<file path="src/rtl/mul26_arbiter.sv">
// Round-robin front end that shares one 26x26 signed multiplier between NREQ requesters.
// Each issued product is tagged with its requester id and parked in a response FIFO.
module mul26_arbiter #(
  parameter int NREQ      = 4,
  parameter int IDW       = 2,
  parameter int MUL_LAT   = 1,
  parameter int RSP_DEPTH = 4
) (
  input  logic                 clk,
  input  logic                 rst,
  input  logic [NREQ-1:0]      req_valid,
  output logic [NREQ-1:0]      req_ready,
  input  logic [26*NREQ-1:0]   req_in1,
  input  logic [26*NREQ-1:0]   req_in2,
  output logic                 mul_en,
  output logic [25:0]          mul_in1,
  output logic [25:0]          mul_in2,
  input  logic [50:0]          mul_out,
  output logic                 rsp_valid,
  input  logic                 rsp_ready,
  output logic [IDW-1:0]       rsp_id,
  output logic [50:0]          rsp_data,
  output logic                 busy
);

  localparam int PW  = (RSP_DEPTH > 1) ? $clog2(RSP_DEPTH) : 1;
  localparam int CW  = $clog2(RSP_DEPTH + 1);
  localparam int CRW = $clog2(RSP_DEPTH + MUL_LAT + 1);
  localparam int EW  = IDW + 51;

  logic [25:0]      in1_slice [NREQ];
  logic [25:0]      in2_slice [NREQ];

  logic [IDW-1:0]   rr_ptr_reg;
  logic             grant_found;
  logic [IDW-1:0]   grant_id;
  logic [IDW-1:0]   cand;
  int               idx;
  logic             credit_ok;
  logic             issue;

  logic             stage_valid_reg [MUL_LAT];
  logic [IDW-1:0]   stage_id_reg    [MUL_LAT];
  logic [CRW-1:0]   inflight;
  logic [CRW-1:0]   cred;

  logic [EW-1:0]    fifo_mem [RSP_DEPTH];
  logic [PW-1:0]    wr_ptr_reg, rd_ptr_reg;
  logic [PW-1:0]    wr_ptr_next, rd_ptr_next;
  logic [CW-1:0]    count_reg;
  logic [EW-1:0]    head_reg;
  logic             push, pop;
  logic [EW-1:0]    push_entry;

  genvar gi;
  generate
    for (gi = 0; gi < NREQ; gi++) begin : g_slice
      assign in1_slice[gi] = req_in1[26*gi +: 26];
      assign in2_slice[gi] = req_in2[26*gi +: 26];
    end
  endgenerate

  // Search upward from rr_ptr, wrapping modulo NREQ; first valid requester wins.
  always_comb begin
    grant_found = 1'b0;
    grant_id    = '0;
    cand        = '0;
    idx         = 0;
    for (int k = 0; k < NREQ; k++) begin
      idx = int'(rr_ptr_reg) + k;
      if (idx >= NREQ) idx = idx - NREQ;
      cand = IDW'(idx);
      if (!grant_found && req_valid[cand]) begin
        grant_found = 1'b1;
        grant_id    = cand;
      end
    end
  end

  always_comb begin
    inflight = '0;
    for (int k = 0; k < MUL_LAT; k++) inflight = inflight + CRW'(stage_valid_reg[k]);
  end

  // A pop in this same cycle is deliberately not counted back as credit.
  assign cred      = inflight + CRW'(count_reg);
  assign credit_ok = (cred < CRW'(RSP_DEPTH));
  assign issue     = !rst && grant_found && credit_ok;

  always_comb begin
    req_ready = '0;
    if (issue) req_ready[grant_id] = 1'b1;
  end

  assign mul_en  = |(req_valid & req_ready);
  assign mul_in1 = issue ? in1_slice[grant_id] : '0;
  assign mul_in2 = issue ? in2_slice[grant_id] : '0;

  always_ff @(posedge clk) begin
    if (rst) begin
      rr_ptr_reg <= '0;
    end else if (mul_en) begin
      rr_ptr_reg <= (grant_id == IDW'(NREQ - 1)) ? '0 : grant_id + IDW'(1);
    end
  end

  // Tag pipeline tracking each op through the multiplier latency.
  always_ff @(posedge clk) begin
    if (rst) begin
      for (int k = 0; k < MUL_LAT; k++) begin
        stage_valid_reg[k] <= 1'b0;
        stage_id_reg[k]    <= '0;
      end
    end else begin
      stage_valid_reg[0] <= mul_en;
      stage_id_reg[0]    <= grant_id;
      for (int k = 1; k < MUL_LAT; k++) begin
        stage_valid_reg[k] <= stage_valid_reg[k-1];
        stage_id_reg[k]    <= stage_id_reg[k-1];
      end
    end
  end

  assign push        = stage_valid_reg[MUL_LAT-1];
  assign push_entry  = {stage_id_reg[MUL_LAT-1], mul_out};
  assign rsp_valid   = !rst && (count_reg != '0);
  assign pop         = rsp_valid && rsp_ready;
  assign wr_ptr_next = (wr_ptr_reg == PW'(RSP_DEPTH - 1)) ? '0 : wr_ptr_reg + PW'(1);
  assign rd_ptr_next = (rd_ptr_reg == PW'(RSP_DEPTH - 1)) ? '0 : rd_ptr_reg + PW'(1);

  always_ff @(posedge clk) begin
    if (push && !rst) fifo_mem[wr_ptr_reg] <= push_entry;
  end

  // head_reg is the registered FIFO output: refilled from the incoming push when
  // the FIFO is (or becomes) empty, otherwise from the next stored entry on pop.
  always_ff @(posedge clk) begin
    if (rst) begin
      wr_ptr_reg <= '0;
      rd_ptr_reg <= '0;
      count_reg  <= '0;
      head_reg   <= '0;
    end else begin
      if (push) wr_ptr_reg <= wr_ptr_next;
      if (pop)  rd_ptr_reg <= rd_ptr_next;
      if (push && !pop)      count_reg <= count_reg + CW'(1);
      else if (pop && !push) count_reg <= count_reg - CW'(1);
      if (count_reg == '0 || (pop && count_reg == CW'(1))) begin
        if (push) head_reg <= push_entry;
      end else if (pop) begin
        head_reg <= fifo_mem[rd_ptr_next];
      end
      assert (!(push && !pop && count_reg == CW'(RSP_DEPTH)));
    end
  end

  assign rsp_id   = head_reg[EW-1:51];
  assign rsp_data = head_reg[50:0];
  assign busy     = !rst && (cred != '0);

endmodule

</file>
<file path="config.mk">
export PLATFORM = sky130hd
export DESIGN_NAME = mul26_arbiter
export DESIGN_NICKNAME = d
export VERILOG_FILES = /design/src/rtl/mul26_arbiter.sv
export SDC_FILE = /design/constraint.sdc
export NUM_CORES = 1
export LEC_CHECK = 0
export ABC_AREA = 1
export CAP_MARGIN = 5
export CORE_MARGIN = 5
export CORE_UTILIZATION = 45
export CTS_CLUSTER_DIAMETER = 40
export CTS_CLUSTER_SIZE = 20
export DETAILED_ROUTE_END_ITERATION = 10
export PLACE_DENSITY = 0.8
export SLEW_MARGIN = 5
export SYNTH_ARGS = -nofsm -noshare
export SYNTH_HDL_FRONTEND = slang
export SYNTH_SLANG_ARGS = --single-unit
</file>
<file path="constraint.sdc">
create_clock -name clk -period 5.3 [get_ports clk]
set_clock_uncertainty 0.1 [all_clocks]
set_input_delay 0.53 -clock clk [delete_from_list [all_inputs] [get_ports clk]]
set_output_delay 0.53 -clock clk [all_outputs]
set_load 0.02 [all_outputs]
</file>
==> impl_results.md <==
- GP Congestion: 1.03
- Final setup violation count: 0
- Final Hold Fails: 0
- Area Overhead vs Synth: 38.1%
- Mapped Cells: 1,390
- Data arrival, critical path: 4100 ps
- Tot GR Track Use: 0.263
- Critical path capture point type: output pin
- Cell area after synthesis: 13,300 sq um
- Post-DP HPWL: 31.9 mm
- Slew margin rel.: 0.267
- FFs w/ async S/R, synth: 0
- DRC viols: 0
- Commonest cells post-synth: 318 x nand2_1, 212 x edfxtp_1, 123 x nor2_1
- Comb pwr share: 0.545
- Worst min path class: input port to register
- Post-synth EDFFs: 212
- Vias: 12,000
- Vias in the first global route: 11,800
- CTS sink count: 277
- Final nets: 1,997
- Seq pwr share: 0.263
- Remaining Overflow, GRT: 0
- Cell variety after synth: 36
- Critical Path RT: 4670 ps
- CTS Root Cell: clkbuf_16
- Crit path max fanout: 34
- Post-CTS sizing: 0
- Global-route wire length before repair: about 70 mm
- Count leader, synth: nand2_1
- Maximum vdd drop: 0.453 mV
- Clock transition at path regs: 50 ps
- Setup Fix Bufs, Post-CTS: 0
- Setup_tns: 0 ps
- Syn Nets: 1,669
- Drt pass-1 iters: 6
- RSZ-0062 raised after global routing: no
- Clock share of power: 0.193
- Leak: 6.93 nW
- Power per cell area: slightly above 600 nW/um^2
- Hold_buf cts: 0
- Final min period: 4730 ps
- Die Footprint: 33,100 sq um
- Sequential area share after synthesis: 0.577
- Remaining antenna violation count: 0
- MaxCap Viol Count: 0
- NetSw: just over 0.005 W
- Num ports: 378
- Synth top area share: 0.479
- Status: finished clean
- Pint: 0.00605 W
- Die height: 182 um
- Core area: 29,400 sq um
- Initial Util: 0.452
- Worst Max-Slew Pin Slew: 1100 ps
- Predominant post-synthesis flop cell: edfxtp_1
- PortBufs: 377
- Top achievable clock speed: 212 MHz
- Clk buf depth: 3
- Worst-Skew Late Latency: 550 ps
- CTS Buf Count: 31
- Flip-flop count of the largest register after layout: 212
- Via-to-Cell Ratio: 5.64
- # rows: 63
- Largest net degree at the start of global routing: roughly 110
- CP startpoint kind: register
- Switching Share: 0.454
- Syn avg cell area: 9.56 sq um
- Fin crit share: 0.892
- Critical path class: register to output pin
- DRT iter0 DRCs: 892
- Synth warnings: 0
- CTS tree: yes
- Total Power: around 0.011 W
- Initial antenna violation count: 3
- H-tree depth: 1
- Post-synth top area cell: edfxtp_1
- Routed WL: ~46 mm
- Top post-synthesis cells by area: edfxtp_1 48%, dfxtp_1 9.8%, nand2_1 9.0%
- Proportion of layout cells with a drive suffix above 1: 0.0723
- Pins over their slew limit: 0
- Die width: 182 um
- Yosys reg bits: 277
- WL per Instance: about 22 um
[layer usage]
layer | GRT usage | up-vias | share of wire | routed length [um]
met4 | 0.0922 | 0 | 0.037 | 1690
met1 | 0.327 | 5708 | 0.36 | 16700
li1 | - | 5593 | - | -
met5 | 0 | - | 0 | 0
met3 | 0.0571 | 97 | 0.095 | 4350
met2 | 0.454 | 646 | 0.50 | 23200
[path summary, 6_finish.rpt]
path | from | end | slack, ps | depth (start not counted)
setup reg to reg | count_reg[0]$_SDFFE_PP0P_ | head_reg[43]$_SDFFE_PP0P_ | 1670 | 12
hold reg to reg | head_reg[28]$_SDFFE_PP0P_ | head_reg[28]$_SDFFE_PP0P_ | 360 | 2
hold / removal | rst | rr_ptr_reg[0]$_SDFFE_PP0P_ | 220 | 2
setup / recovery | rr_ptr_reg[0]$_SDFFE_PP0P_ | mul_en | 570 | 12
[placed cells by master (no fill, tap or decap), drive strengths merged, types with 32 or more instances in the layout]
| cell | netlist | layout |
|---|---|---|
| a21oi | 52 | 52 |
| clkdlybuf4s50 | 0 | 376 |
| o211ai | 97 | 97 |
| clkbuf | 52 | 32 |
| nand2 | 323 | 323 |
| o21ai | 122 | 122 |
| edfxtp | 212 | 212 |
| nor2 | 128 | 128 |
| dfxtp | 65 | 65 |
| o221ai | 45 | 45 |
| inv | 86 | 98 |
| nand3 | 114 | 114 |
[critical path, stage by stage, from the launching register on]
cell	delay, ps
dfxtp_1	570
inv_2	180
nand2_1	90
nand2_1	100
nor2_1	210
nor2_1	100
nand3_4	300
nand2_2	160
inv_2	500
buf_4	400
nand3_2	180
nand3_2	100
clkdlybuf4s50_1	640
[cell type report]
type,count,area (sq um)
diodes,3,7.51
clock buffers,32,790
clock inverters,25,259
fillers,2365,11000
inverters,87,332
multi-input cells,922,4830
flip-flops and latches,277,7670
well taps,390,488
repair buffers,399,3980
[logic make-up (layout without fill, tap and decap cells)]
| kind of cell | count (synthesis) | count (layout) | synth area share |
|---|---|---|---|
| adders and majority gates | 13 | 13 | 0.0122 |
| xor gates and xnor gates | 3 | 3 | 0.00198 |
| DFF | 277 | 277 | 0.577 |
| AOI/OAI and AO/OA | 336 | 336 | 0.169 |
| and+or+nand+nor | 570 | 570 | 0.178 |
| other | 0 | 3 | 0 |
| buffers and inverters | 191 | 543 | 0.0623 |
[through the flow]
| step | utilization | setup WS, ps | hold slack, ps | cells | instance area (sq um) |
|---|---|---|---|---|---|
| after global placement | 0.589 | 943 | 351 | 2075 | 17300 |
| after detailed placement | 0.589 | 871 | 356 | 2075 | 17300 |
| final | 0.624 | 574 | 221 | 2135 | 18400 |
| after floorplan | - | 1340 | 357 | 1390 | 13300 |
| after global routing | 0.624 | 306 | 219 | 2135 | 18400 |
| after CTS | 0.624 | 585 | 202 | 2132 | 18400 |
[power by group through the flow]
stage	clock network [W]	registers [W]	logic, W
2_1_floorplan	0	0.00313	0.00356
3_3_place_gp	0	0.00294	0.00595
3_5_place_dp	0	0.00295	0.00601
4_1_cts	0.00217	0.00291	0.00605
5_1_grt	0.00226	0.00294	0.00654
6_report	0.00214	0.00291	0.00604
(Power assumes the default switching activity.)
